<file path="src/rtl/gyro_pkg.sv">
// Shared encodings for the PmodGYRO axis sampler: byte order within a frame,
// byte-collection FSM states and the assembled three-axis sample.
package gyro_pkg;

  localparam int BYTES_PER_FRAME = 6;
  localparam int SAMPLE_W        = 16;

  typedef enum logic [2:0] {
    IDX_XL = 3'd0,
    IDX_XH = 3'd1,
    IDX_YL = 3'd2,
    IDX_YH = 3'd3,
    IDX_ZL = 3'd4,
    IDX_ZH = 3'd5
  } byte_idx_e;

  typedef enum logic {
    ST_IDLE    = 1'b0,
    ST_COLLECT = 1'b1
  } state_e;

  typedef struct packed {
    logic [SAMPLE_W-1:0] x;
    logic [SAMPLE_W-1:0] y;
    logic [SAMPLE_W-1:0] z;
  } axis_sample_t;

  function automatic byte_idx_e idx_inc(input byte_idx_e idx);
    logic [2:0] v;
    v = idx;
    v = v + 3'd1;
    return byte_idx_e'(v);
  endfunction

endpackage

</file>
<file path="src/rtl/axis_accumulator.sv">
// Box-average one signed axis over 2^AVG_LOG2 samples; done pulses the cycle
// after the window-closing sample, with avg_o holding the floored mean.
module axis_accumulator
  import gyro_pkg::*;
#(
  parameter int AVG_LOG2 = 3
) (
  input  logic                       clk,
  input  logic                       rst,
  input  logic signed [SAMPLE_W-1:0] sample_i,
  input  logic                       add_en_i,
  input  logic                       clear_i,
  output logic signed [SAMPLE_W-1:0] avg_o,
  output logic                       done_o
);

  localparam int AW = SAMPLE_W + AVG_LOG2;

  logic signed [AW-1:0]       acc_q, acc_d, sum;
  logic signed [SAMPLE_W-1:0] avg_q, avg_d;
  logic                       done_q, done_d;

  // The closing sample goes into the average but never into the next window.
  always_comb begin
    sum    = acc_q + AW'(sample_i);
    acc_d  = acc_q;
    avg_d  = avg_q;
    done_d = 1'b0;
    if (add_en_i) begin
      if (clear_i) begin
        acc_d  = '0;
        avg_d  = SAMPLE_W'(sum >>> AVG_LOG2);
        done_d = 1'b1;
      end else begin
        acc_d = sum;
      end
    end
  end

  always_ff @(posedge clk or posedge rst) begin
    if (rst) begin
      acc_q  <= '0;
      avg_q  <= '0;
      done_q <= 1'b0;
    end else begin
      acc_q  <= acc_d;
      avg_q  <= avg_d;
      done_q <= done_d;
    end
  end

  assign avg_o  = avg_q;
  assign done_o = done_q;

endmodule

</file>
<file path="src/rtl/gyro_axis_sampler.sv">
// Assembles X/Y/Z samples from the PmodGYRO byte stream, averages them in
// windows and publishes the result no more often than every HOLD_CYCLES.
module gyro_axis_sampler
  import gyro_pkg::*;
#(
  parameter int AVG_LOG2    = 3,
  parameter int HOLD_CYCLES = 5_000_000
) (
  input  logic                clk,
  input  logic                rst,
  input  logic                frame_start,
  input  logic                byte_valid,
  input  logic [7:0]          byte_in,
  output logic [SAMPLE_W-1:0] x_axis,
  output logic [SAMPLE_W-1:0] y_axis,
  output logic [SAMPLE_W-1:0] z_axis,
  output logic                axis_upd,
  output logic                frame_err
);

  localparam int FW = (AVG_LOG2 > 0) ? AVG_LOG2 : 1;
  localparam int HW = (HOLD_CYCLES > 1) ? $clog2(HOLD_CYCLES) : 1;
  localparam logic [FW-1:0] FRAME_LAST  = FW'((1 << AVG_LOG2) - 1);
  localparam logic [HW-1:0] HOLD_RELOAD = HW'(HOLD_CYCLES - 1);

  state_e       state_q, state_d;
  byte_idx_e    idx_q, idx_d;
  byte_idx_e    wr_idx;
  logic         byte_we, sample_done, err_set;
  logic [7:0]   stage_q [BYTES_PER_FRAME-1];
  axis_sample_t sample;

  logic [FW-1:0] frame_cnt_q;
  logic          window_last;

  logic signed [SAMPLE_W-1:0] avg_x, avg_y, avg_z;
  logic                       done_x, done_y, done_z, window_done, publish;
  logic [SAMPLE_W-1:0]        x_axis_q, y_axis_q, z_axis_q;
  logic                       axis_upd_q, frame_err_q;
  logic [HW-1:0]              hold_q;

  always_ff @(posedge clk or posedge rst) begin
    if (rst) begin
      state_q <= ST_IDLE;
      idx_q   <= IDX_XL;
    end else begin
      state_q <= state_d;
      idx_q   <= idx_d;
    end
  end

  // frame_start always wins, even over a byte arriving in the same cycle.
  always_comb begin
    state_d = state_q;
    idx_d   = idx_q;
    if (frame_start) begin
      state_d = ST_COLLECT;
      idx_d   = byte_valid ? IDX_XH : IDX_XL;
    end else if (state_q == ST_COLLECT && byte_valid) begin
      if (idx_q == IDX_ZH) begin
        state_d = ST_IDLE;
        idx_d   = IDX_XL;
      end else begin
        idx_d = idx_inc(idx_q);
      end
    end
  end

  always_comb begin
    byte_we     = 1'b0;
    wr_idx      = idx_q;
    sample_done = 1'b0;
    err_set     = 1'b0;
    if (frame_start) begin
      err_set = (state_q == ST_COLLECT) && (idx_q != IDX_XL);
      byte_we = byte_valid;
      wr_idx  = IDX_XL;
    end else if (state_q == ST_COLLECT && byte_valid) begin
      byte_we     = 1'b1;
      sample_done = (idx_q == IDX_ZH);
    end
  end

  // Z_H is consumed straight off the bus, so only five bytes need staging.
  always_ff @(posedge clk or posedge rst) begin
    if (rst) begin
      for (int i = 0; i < BYTES_PER_FRAME - 1; i++) stage_q[i] <= '0;
    end else if (byte_we && wr_idx != IDX_ZH) begin
      stage_q[wr_idx] <= byte_in;
    end
  end

  always_comb begin
    sample.x = {stage_q[IDX_XH], stage_q[IDX_XL]};
    sample.y = {stage_q[IDX_YH], stage_q[IDX_YL]};
    sample.z = {byte_in, stage_q[IDX_ZL]};
  end

  assign window_last = (frame_cnt_q == FRAME_LAST);

  always_ff @(posedge clk or posedge rst) begin
    if (rst) begin
      frame_cnt_q <= '0;
    end else if (sample_done) begin
      frame_cnt_q <= window_last ? '0 : frame_cnt_q + 1'b1;
    end
  end

  axis_accumulator #(.AVG_LOG2(AVG_LOG2)) u_acc_x (
    .clk     (clk),
    .rst     (rst),
    .sample_i($signed(sample.x)),
    .add_en_i(sample_done),
    .clear_i (window_last),
    .avg_o   (avg_x),
    .done_o  (done_x)
  );

  axis_accumulator #(.AVG_LOG2(AVG_LOG2)) u_acc_y (
    .clk     (clk),
    .rst     (rst),
    .sample_i($signed(sample.y)),
    .add_en_i(sample_done),
    .clear_i (window_last),
    .avg_o   (avg_y),
    .done_o  (done_y)
  );

  axis_accumulator #(.AVG_LOG2(AVG_LOG2)) u_acc_z (
    .clk     (clk),
    .rst     (rst),
    .sample_i($signed(sample.z)),
    .add_en_i(sample_done),
    .clear_i (window_last),
    .avg_o   (avg_z),
    .done_o  (done_z)
  );

  assign window_done = done_x & done_y & done_z;
  assign publish     = window_done && (hold_q == '0);

  // Windows finishing while the hold runs are dropped, not queued.
  always_ff @(posedge clk or posedge rst) begin
    if (rst) begin
      x_axis_q   <= '0;
      y_axis_q   <= '0;
      z_axis_q   <= '0;
      axis_upd_q <= 1'b0;
      hold_q     <= '0;
    end else begin
      axis_upd_q <= publish;
      if (publish) begin
        x_axis_q <= avg_x;
        y_axis_q <= avg_y;
        z_axis_q <= avg_z;
        hold_q   <= HOLD_RELOAD;
      end else if (hold_q != '0) begin
        hold_q <= hold_q - 1'b1;
      end
    end
  end

  always_ff @(posedge clk or posedge rst) begin
    if (rst) begin
      frame_err_q <= 1'b0;
    end else if (err_set) begin
      frame_err_q <= 1'b1;
    end
  end

  assign x_axis    = x_axis_q;
  assign y_axis    = y_axis_q;
  assign z_axis    = z_axis_q;
  assign axis_upd  = axis_upd_q;
  assign frame_err = frame_err_q;

endmodule
</file>
<file path="config.mk">
export PLATFORM = sky130hd
export DESIGN_NAME = gyro_axis_sampler
export DESIGN_NICKNAME = d
export VERILOG_FILES = /design/src/rtl/gyro_pkg.sv /design/src/rtl/axis_accumulator.sv /design/src/rtl/gyro_axis_sampler.sv
export SDC_FILE = /design/constraint.sdc
export NUM_CORES = 1
export LEC_CHECK = 0
export CAP_MARGIN = 20
export CORE_UTILIZATION = 60
export CTS_CLUSTER_SIZE = 25
export DETAILED_ROUTE_END_ITERATION = 8
export PLACE_DENSITY_LB_ADDON = 0.05
export SKIP_LAST_GASP = 1
export SLEW_MARGIN = 15
export SYNTH_ARGS = -nofsm -noshare
export SYNTH_HDL_FRONTEND = slang
export SYNTH_SLANG_ARGS = --single-unit
export TNS_END_PERCENT = 5
</file>
<file path="constraint.sdc">
create_clock -name clk -period 16.9 [get_ports clk]
set_input_delay 1.69 -clock clk [delete_from_list [all_inputs] [get_ports clk]]
set_output_delay 1.69 -clock clk [all_outputs]
set_load 0.02 [all_outputs]
</file>
### After elaboration in Yosys (flattened, before gate mapping)

Index checks and enable logic that the tools add are counted.
W data, S select, Z words.

* $add $sub $neg: 6
* magnitude comparators: 2
* equal/unequal tests: 3
* muxes and demuxes: 24
* bitwise operators: 1
* reductions and logical operators: 13

Operator list (count)
* $add A19 B16 Y19: 3
* $mux W19: 3
* $mux W23: 2
* $bwmux W40: 1
* $demux W8 S3: 1
* $logic_not A23 Y1: 1
* $reduce_bool A23 Y1: 1
* $sub A23 B1 Y23 const B: 1
* $mux W3: 5
* $mux W1: 11
* $mux W8: 1
* $add A3 B1 Y3 const B: 2
* $eq A3 B3 Y1 const B: 2
* $reduce_bool A2 Y1: 3
* $logic_and A1 B1 Y1: 5
* $ge A4 B4 Y1 const B: 1
* $lt A4 B1 Y1 const B: 1
* $not A3 Y4: 1
* $reduce_and A2 Y1: 2
* $ne A3 B3 Y1 const B: 1
* $reduce_bool A3 Y1: 1

* bits in registers: 226
* input bits: 12
* output and inout port bits: 50
* word-level logic and storage cells: 70

### Longest topological paths before layout

Gate-level depths: netlist of the first run.

* word-level depth: 7
* gate-level depth with buffers: 11
* mapped depth without buffers: 10

### By module

From an unflattened synthesis of the first run, not the netlist that was laid out.

* cells, all modules: 1016
* area total of the unflattened synthesis: 11557.3 um^2

Modules (own cells, without submodules)
* gyro_axis_sampler: times used 1, cells each 340, area each 5007.3 um^2, sequential area each 3002.9 um^2
* axis_accumulator at u_acc_z: times used 1, cells each 230, area each 2210.9 um^2, sequential area each 900.9 um^2
* axis_accumulator at u_acc_x: times used 1, cells each 222, area each 2180.8 um^2, sequential area each 900.9 um^2
* axis_accumulator at u_acc_y: times used 1, cells each 224, area each 2158.3 um^2, sequential area each 900.9 um^2

### Worst setup path before layout of the first run

OpenSTA, ideal clock, no wires.

* path type: input to register
* start: input port byte_in[1]
* end: register u_acc_z.avg_q[13] (netlist: u_acc_z.avg_o[13])
* library setup time: 125 ps
* arrival: 3531 ps
* required time: 16775 ps
* slack: 13245 ps
* stages on the path: 8
* buffers on the path: 0
* path through: ha_1 a21oi_1 o21ai_0 a311o_1 a31o_2 a221oi_1 xnor2_1 mux2_2

* cells in the longest elaborated chain, start to end: 1

Ends and longest elaborated chain
* start, declared: RTL line gyro_axis_sampler.sv:13 `input logic [7:0] byte_in,`
* $add A19 B16 Y19: RTL line axis_accumulator.sv:25 `sum = acc_q + AW'(sample_i);`
* end signal, assigned: RTL line axis_accumulator.sv:47 `avg_q <= avg_d;`
* end, declared: RTL line axis_accumulator.sv:20 `logic signed [SAMPLE_W-1:0] avg_q, avg_d;`

Every way passes these cells.
A chain may end at the register's enable or synchronous reset.

### Worst setup path after layout of the first run

* start: input port byte_in[1]
* end: register u_acc_z.acc_q[18]

* cells in the longest elaborated chain, start to end: 2

Ends and longest elaborated chain
* $add A19 B16 Y19: RTL line axis_accumulator.sv:25
* $mux W19: RTL line axis_accumulator.sv:30 `if (clear_i) begin`
* end signal, assigned: RTL line axis_accumulator.sv:42 `acc_q <= '0;`
* end signal, assigned: RTL line axis_accumulator.sv:46 `acc_q <= acc_d;`
* end, declared: RTL line axis_accumulator.sv:19 `logic signed [AW-1:0] acc_q, acc_d, sum;`

Every way passes these cells.

==> metrics.log, run 1 <==
INFO  metric outcome = complete, no violations
INFO  metric max_cap_viols = 0
INFO  metric path_max_fanout = 7
INFO  metric power.internal = 1040 uW
INFO  metric power.share.clock = 36.1%
INFO  metric clk_pin_slew_worst_paths = around 0.06 ns
INFO  metric post_cts_buffers = 0
INFO  metric post-route-min-period = 4.02 ns
INFO  metric layout_cell_share_with_drive_strength_beyond_1 = 10.9%
INFO  metric yosys_warnings = 0
INFO  metric fmaxAchievable = roughly 250 MHz
INFO  metric cts-hold-fix-buffers = 0
INFO  metric crit_chain = clkdlybuf4s50_1 > ha_1 > a21oi_1 > o21ai_0 > a2111o_1 > o211a_1 > a211oi_1 > a21oi_1 > o21ai_0
INFO  metric ioPinCount = 62
INFO  metric worst_margin_slew = 0.939 ns
INFO  metric netlist_instances = 1126
INFO  metric cp.required = between 15 and 20 ns
INFO  metric num_antenna_cells = 0
INFO  metric dp_hpwl = 16.3 mm
INFO  metric final_min_period_over_clock_period = 23.8%
INFO  metric fillers = roughly 1500
INFO  metric wl_per_cell = 17.4 um
INFO  metric power.leakage = about 0.0066 uW
INFO  metric clkLatencyLatePin = 0.52 ns
INFO  metric largest_net_degree_at_the_start_of_global_routing = 98
INFO  metric rsz_0062_raised_after_global_routing = no
INFO  metric synthDistinctLibCells = 62
INFO  metric cts_resized = 0
INFO  metric hold_viol = 0
INFO  metric drt-pass1-iter-count = 5
INFO  metric initial_core_util = 61.2%
INFO  metric cp_slowest_cell = clkdlybuf4s50_1
INFO  metric post_synth.cell_area_avg = 10.1 um2
INFO  metric power.net_switching = 443 uW
INFO  metric synth_flop_cell = dfrtp_1
INFO  metric synth.yosys.seq_area_share = 49.6%
INFO  metric vias_per_instance = 5.85
INFO  metric timing.setup.critical_path_class = in2reg
INFO  metric drt_first_iter_violations = 362
INFO  metric track_usage = 26.3%
INFO  metric buffer_ports.inserted = between 60 and 70
INFO  metric place.gp.congestion = 0.876
INFO  metric tritoncts = built
INFO  metric synth-seq-cells = 226
INFO  metric cts.sink_count = 226
INFO  metric number_of_setup_violations_in_the_final_report = 0
INFO  metric row_count = 50
INFO  metric layout_commonest_cell = nand2_1
INFO  metric start_kind = primary input
INFO  metric drt-total-wl = between 20 and 25 mm
INFO  metric design.die.area = just under 20000 um2
INFO  metric async_flop_share = 100%
INFO  metric die_x = 140 um
INFO  metric setup_total_negative_slack = 0 ns
INFO  metric detail-route-antenna-nets = 0
INFO  metric comb_power_share = about 22%
INFO  metric syn_area = 11400 um2
INFO  metric grt_pass1_wl = around 41 mm
INFO  metric grt_antenna_before_repair = 0
INFO  metric finClkSkew = 0.0102 ns
INFO  metric critical_path.endpoint_type = register
INFO  metric global_route.overflow_total = 0
INFO  metric total_power_after_layout = ~1500 uW
INFO  metric fin_area = 13000 um2
INFO  metric cts_root_buf = clkbuf_16
INFO  metric die_h = 140 um
INFO  metric syn-num-nets = about 1200
INFO  metric slew_viol_final = 0
INFO  metric route.detailed.drc = 0
INFO  metric worst-endpoint-arrival = roughly 4.4 ns
INFO  metric inserted_clock_buffers = 25
INFO  metric clk_path_buf_depth = 3
INFO  metric first_global_vias = 8163
INFO  metric powerDensity = about 110 nW/um2
INFO  metric vdd_drop_max = between 0.00007 and 0.00008 V
INFO  metric flow.area_growth_from_synthesis = 13.9%
INFO  metric htree_levels = 1
INFO  metric seq_power_share = between 40% and 50%
INFO  metric most-common-layout-cells = 251 x nand2_1, 226 x dfrtp_1, 64 x mux2_2, 61 x clkdlybuf4s50_1, 58 x ha_1
INFO  metric placed_area = around 12000 um2
INFO  metric timing.max_slew.rel_slack = 37.2%
INFO  metric finalNetCount = 1248
INFO  metric detailroute.via_count = 8340
INFO  metric power_switching_share = 29.9%
INFO  metric core_area = 18600 um2
INFO  metric synth_enable_flop_cells = 0
INFO  metric worstHoldPathType = reg2reg
INFO  metric crit_path_max_incr_delay = slightly below 0.6 ns
## power groups by stage
stage / registers, uW / logic [uW] / clock network [uW]
3_3_place_gp: 626 / 320 / 0
5_1_grt: 623 / 368 / 564
4_1_cts: 617 / 327 / 545
3_5_place_dp: 626 / 324 / 0
6_report: 618 / 329 / 535
2_1_floorplan: 613 / 258 / 0
## worst max-delay path, delay by kind of cell
family,cells,cell delay (ns)
buffers and inverters,1,0.58
adders and majority gates,1,0.48
AOI/OAI and AO/OA,7,1.70
## cell usage after synthesis (7+ instances only)
cell        n  area (um2)
xor2_1     28         245
o21ai_0    53         265
o21a_1      9        67.6
nand2_1   252         946
a21o_1     23         173
a22o_1     37         324
a31oi_1     7        43.8
a21oi_1    54         270
a211oi_1    8        60.1
and3_1      7        43.8
xnor2_1    28         245
or3_1      11        68.8
nor3_1     14        70.1
dfrtp_1   226        5660
nor2_1     39         146
nand3_1    16        80.1
clkbuf_1   36         135
mux2_2     64         721
nor4_1      9        56.3
nand4_1     7        43.8
inv_1      28         105
nand2b_1   16         100
nor2b_1    10        62.6
ha_1       58         726
## routing by layer
layer	routed length, um	GRT usage [%]	vias up
li1	-	-	4050
met1	11600	36.5	4077
met2	11500	43.3	172
met3	949	3.37	41
met4	678	8.27	0
met5	0	0	-
## sequential cells by signal, indices dropped and copies added (netlist names)
name and count:
u_acc_z.avg_o 16, u_acc_x.avg_o 16, u_acc_x.done_o 1, u_acc_z.acc_q 19
sample 40, u_acc_y.acc_q 19, y_axis 16, hold_q 23
axis_upd 1, x_axis 16, z_axis 16, u_acc_y.avg_o 16
u_acc_x.acc_q 19, frame_err 1, frame_cnt_q 3, idx_q 3
state_q 1
## kinds of logic after synthesis
group,after synthesis,share of synthesized area [%]
AO/OA/AOI/OAI,241,14.2
XOR/XNOR,56,4.30
multiplexers,70,6.85
buffers and inverters,74,2.63
adder cells (fa/ha/maj),61,6.89
flip-flops,226,49.6
AND/OR/NAND/NOR,398,15.5
## stage by stage
stage | setup WS [ns] | util [%] | hold slack [ns] | instances
2_1_floorplan | 9.02 | - | 0.435 | 1126
5_1_grt | 12.62 | 69.7 | 0.485 | 1425
6_report | 12.88 | 69.7 | 0.461 | 1425
3_5_place_dp | 12.40 | 65.3 | 0.454 | 1382
4_1_cts | 12.92 | 69.7 | 0.468 | 1425
3_3_place_gp | 12.45 | 65.3 | 0.448 | 1382
## final timing paths
check                            from                 to  slack (ns)  depth (start not counted)
setup reg to reg            hold_q[4]          hold_q[3]       13.06                          9
setup / recovery           byte_in[1]  u_acc_z.acc_q[18]       12.88                          9
max in group asynchronous         rst         z_axis[11]       13.18                          4
hold reg to reg             x_axis[0]          x_axis[0]        0.46                          2
min in group asynchronous         rst          x_axis[0]        1.67                          2
hold / removal              x_axis[0]          x_axis[0]        0.46                          2
## final cells by class
type / count / area (um2) / share of cell area (%)
multi-input cells: 826 / 5460 / 42.0
flip-flops and latches: 226 / 5660 / 43.5
repair buffers: 68 / 663 / 5.11
well taps: 234 / 293 / 2.25
clock inverters: 11 / 124 / 0.954
inverters: 28 / 113 / 0.867
clock buffers: 32 / 682 / 5.25
Power figures use the tool's default switching activity.
==> run 2: changes to the inputs <==
--- a/config.mk
+++ b/config.mk
@@ -6,7 +6,7 @@
 export NUM_CORES = 1
 export LEC_CHECK = 0
 export CAP_MARGIN = 20
-export CORE_UTILIZATION = 60
+export CORE_UTILIZATION = 54
 export CTS_CLUSTER_SIZE = 25
 export DETAILED_ROUTE_END_ITERATION = 8
 export PLACE_DENSITY_LB_ADDON = 0.05
==> constraint.sdc (replaced) <==
create_clock -name clk -period 3.4 [get_ports clk]
set_input_delay 0.34 -clock clk [delete_from_list [all_inputs] [get_ports clk]]
set_output_delay 0.34 -clock clk [all_outputs]
set_load 0.02 [all_outputs]
==> run 2 against run 1 <==
  * Design area up 1.6%
  * Global-route usage decreased by 2.3 points
  * Routed wire length grew 0.21%
  * Via count decreased by 0.89%
  * Sequential share of layout area decreased by 0.70 points
  * Clock-buffer cell count decreased by 1
  * Highest routed layer unchanged
  * First-iteration DRC count grew 8.3%
  * Worst setup slack got worse by 13 ns
  * Register-to-register slack got worse by 13 ns
==> metrics.log, run 2 (synthesized netlist as in run 1, its figures left out) <==
INFO  metric max_cap_viols = 0 (unchanged)
INFO  metric htree_levels = 1 (unchanged)
INFO  metric first_global_vias = 8300 (+1.7%)
INFO  metric cts_resized = 0 (unchanged)
INFO  metric ioPinCount = 62 (unchanged)
INFO  metric crit_chain = or4_4 > or4_4 > or3_1 > or3_1 > nand3_4 > nand2_1 > mux2_2
INFO  metric fin_ws = 0.331 ns (-12.55 ns)
INFO  metric track_usage = 24.0% (-2.3 points)
INFO  metric layout_commonest_cell = nand2_1
INFO  metric drt-total-wl = 24.8 mm (+0.21%)
INFO  metric total_power_after_layout = 7350 uW (+400%)
INFO  metric cts_root_buf = clkbuf_16
INFO  metric flow.area_growth_from_synthesis = 15.7%
INFO  metric inserted_clock_buffers = 25 (unchanged)
INFO  metric start_kind = register
INFO  metric power.leakage = 0.00673 uW (+1.5%)
INFO  metric grt_pass1_wl = 42.1 mm (+2.0%)
INFO  metric timing.max_slew.rel_slack = 46.8% (+9.6 points)
INFO  metric largest_net_degree_at_the_start_of_global_routing = 83 (-15%)
INFO  metric drt-pass1-iter-count = 5 (unchanged)
INFO  metric global_route.overflow_total = 0 (unchanged)
INFO  metric power_switching_share = 29.9% (+0.068 points)
INFO  metric dp_hpwl = 17.2 mm (+5.6%)
INFO  metric comb_power_share = 22.3% (about the same)
INFO  metric power.net_switching = 2200 uW (+400%)
INFO  metric vdd_drop_max = 0.000414 V (+420%)
INFO  metric layout_cell_share_with_drive_strength_beyond_1 = 12.4% (+1.5 points)
INFO  metric power.internal = 5150 uW (+400%)
INFO  metric hold_viol = 0 (unchanged)
INFO  metric clk_pin_slew_worst_paths = 0.06 ns (about the same)
INFO  metric row_count = 52 (+4.0%)
INFO  metric cp_slowest_cell = or4_4
INFO  metric cts.sink_count = 226 (unchanged)
INFO  metric cts-hold-fix-buffers = 0 (unchanged)
INFO  metric place.gp.congestion = 0.917 (+4.7%)
INFO  metric tritoncts = built
INFO  metric final_min_period_over_clock_period = between 90% and 100%
INFO  metric finalNetCount = 1262 (+1.1%)
INFO  metric preCtsSetupSlack = 0.344 ns (-12.06 ns)
INFO  metric route.detailed.drc = 0 (unchanged)
INFO  metric die_h = 147 um (+5.3%)
INFO  metric critical_path.endpoint_type = register
INFO  metric core_area = 20500 um2 (+9.9%)
INFO  metric vias_per_instance = 5.59 (-4.4%)
INFO  metric worst-endpoint-arrival = 3.48 ns (-0.96 ns)
INFO  metric clkLatencyLatePin = 0.52 ns (about the same)
INFO  metric die_x = 147 um (+5.3%)
INFO  metric post-route-min-period = between 3 and 4 ns
INFO  metric power.share.clock = 36.0% (about the same)
INFO  metric setup_total_negative_slack = 0 ns (unchanged)
INFO  metric powerDensity = 557 nW/um2 (+390%)
INFO  metric worst_margin_slew = 0.792 ns (-0.146 ns)
INFO  metric design.die.area = 21700 um2 (+11%)
INFO  metric timing.setup.critical_path_class = reg2reg
INFO  metric fin_area = 13200 um2 (+1.6%)
INFO  metric detail-route-antenna-nets = 0 (unchanged)
INFO  metric rsz_0062_raised_after_global_routing = no
INFO  metric number_of_setup_violations_in_the_final_report = 0 (unchanged)
INFO  metric num_antenna_cells = 0 (unchanged)
INFO  metric cp.required = 3.81 ns (-13.51 ns)
INFO  metric placed_area = 12400 um2 (+1.6%)
INFO  metric drt_first_iter_violations = 392 (+8.3%)
INFO  metric path_max_fanout = 10 (+3)
INFO  metric largest_reg_flops = 40 (unchanged)
INFO  metric clk_path_buf_depth = 3 (unchanged)
INFO  metric seq_power_share = 41.7% (about the same)
INFO  metric worstHoldPathType = in2async
INFO  metric finClkSkew = 0.0100 ns (-0.000127 ns)
INFO  metric wl_per_cell = 16.8 um (-3.4%)
INFO  metric detailroute.via_count = 8266 (-0.89%)
INFO  metric fmaxAchievable = between 300 and 400 MHz
INFO  metric slew_viol_final = 0 (unchanged)
INFO  metric outcome = complete, no violations
INFO  metric buffer_ports.inserted = 61 (unchanged)
INFO  metric crit_path_max_incr_delay = 0.57 ns (about the same)
INFO  metric most-common-layout-cells = 251 x nand2_1, 226 x dfrtp_1, 64 x mux2_2, 61 x clkdlybuf4s50_1, 58 x ha_1
INFO  metric grt_antenna_before_repair = 0 (unchanged)
INFO  metric initial_core_util = 55.6% (-5.5 points)
INFO  metric post_cts_buffers = 0 (unchanged)
## run 2: cell count changes in the layout (fill, tap and decap cells not counted)
cell,change
inv_6,+2
bufinv_16,-1
clkinv_4,-1
clkbuf_8,+2
inv_8,-1
clkinvlp_4,+1
buf_12,+4
buf_4,+10
clkbuf_1,-3
clkinv_2,+4
## run 2: through the flow
step / std cells / utilization [%] / hold slack, ns
after CTS: 1478 / 64.4 / 0.0756
after global placement: 1432 / 60.4 / 0.449
final: 1478 / 64.4 / 0.0901
after global routing: 1478 / 64.4 / 0.0802
after detailed placement: 1432 / 60.4 / 0.455
after floorplan: 1126 / - / 0.406
## run 2: routing by layer
layer / GRT usage [%] / part of all wire (%) / wire (um) / up-vias
met4: 6.34 / 1.9 / 475 / 0
met3: 2.70 / 2.8 / 697 / 27
met1: 33.3 / 47 / 11800 / 4029
met5: 0 / 0 / 0 / -
met2: 40.4 / 48 / 11900 / 124
li1: - / - / - / 4086
## run 2: worst max-delay path: cells and delay by family (launching register included)
| kind | cells | cell delay [ns] |
|---|---|---|
| flops | 1 | 0.42 |
| simple gates | 6 | 2.26 |
| mux | 1 | 0.27 |
## run 2: power by group through the flow
stage | logic, uW | clock network [uW] | registers (uW)
detailed placement | 1630 | 0 | 3110
global route | 1840 | 2830 | 3090
floorplan | 1280 | 0 | 3050
finish | 1640 | 2650 | 3060
CTS | 1640 | 2720 | 3060
global placement | 1620 | 0 | 3100
## run 2: worst paths after layout
kind / to / cells past startpoint / startpoint / slack (ns)
max: hold_q[4] / 7 / hold_q[4] / 0.33
min: u_acc_x.avg_o[2] / 2 / rst / 0.09
max reg2reg: hold_q[4] / 7 / hold_q[4] / 0.33
min reg2reg: y_axis[6] / 2 / y_axis[6] / 0.46
max in group asynchronous: y_axis[0] / 3 / rst / 2.64
min in group clk: y_axis[6] / 2 / y_axis[6] / 0.46
## run 2: final cells by class
cell class,instances,area (um2)
flip-flops and latches,226,5660
inverters,28,109
clock inverters,15,123
clock buffers,31,698
multi-input cells,826,5460
well taps,270,338
fillers,1681,7290
repair buffers,82,818
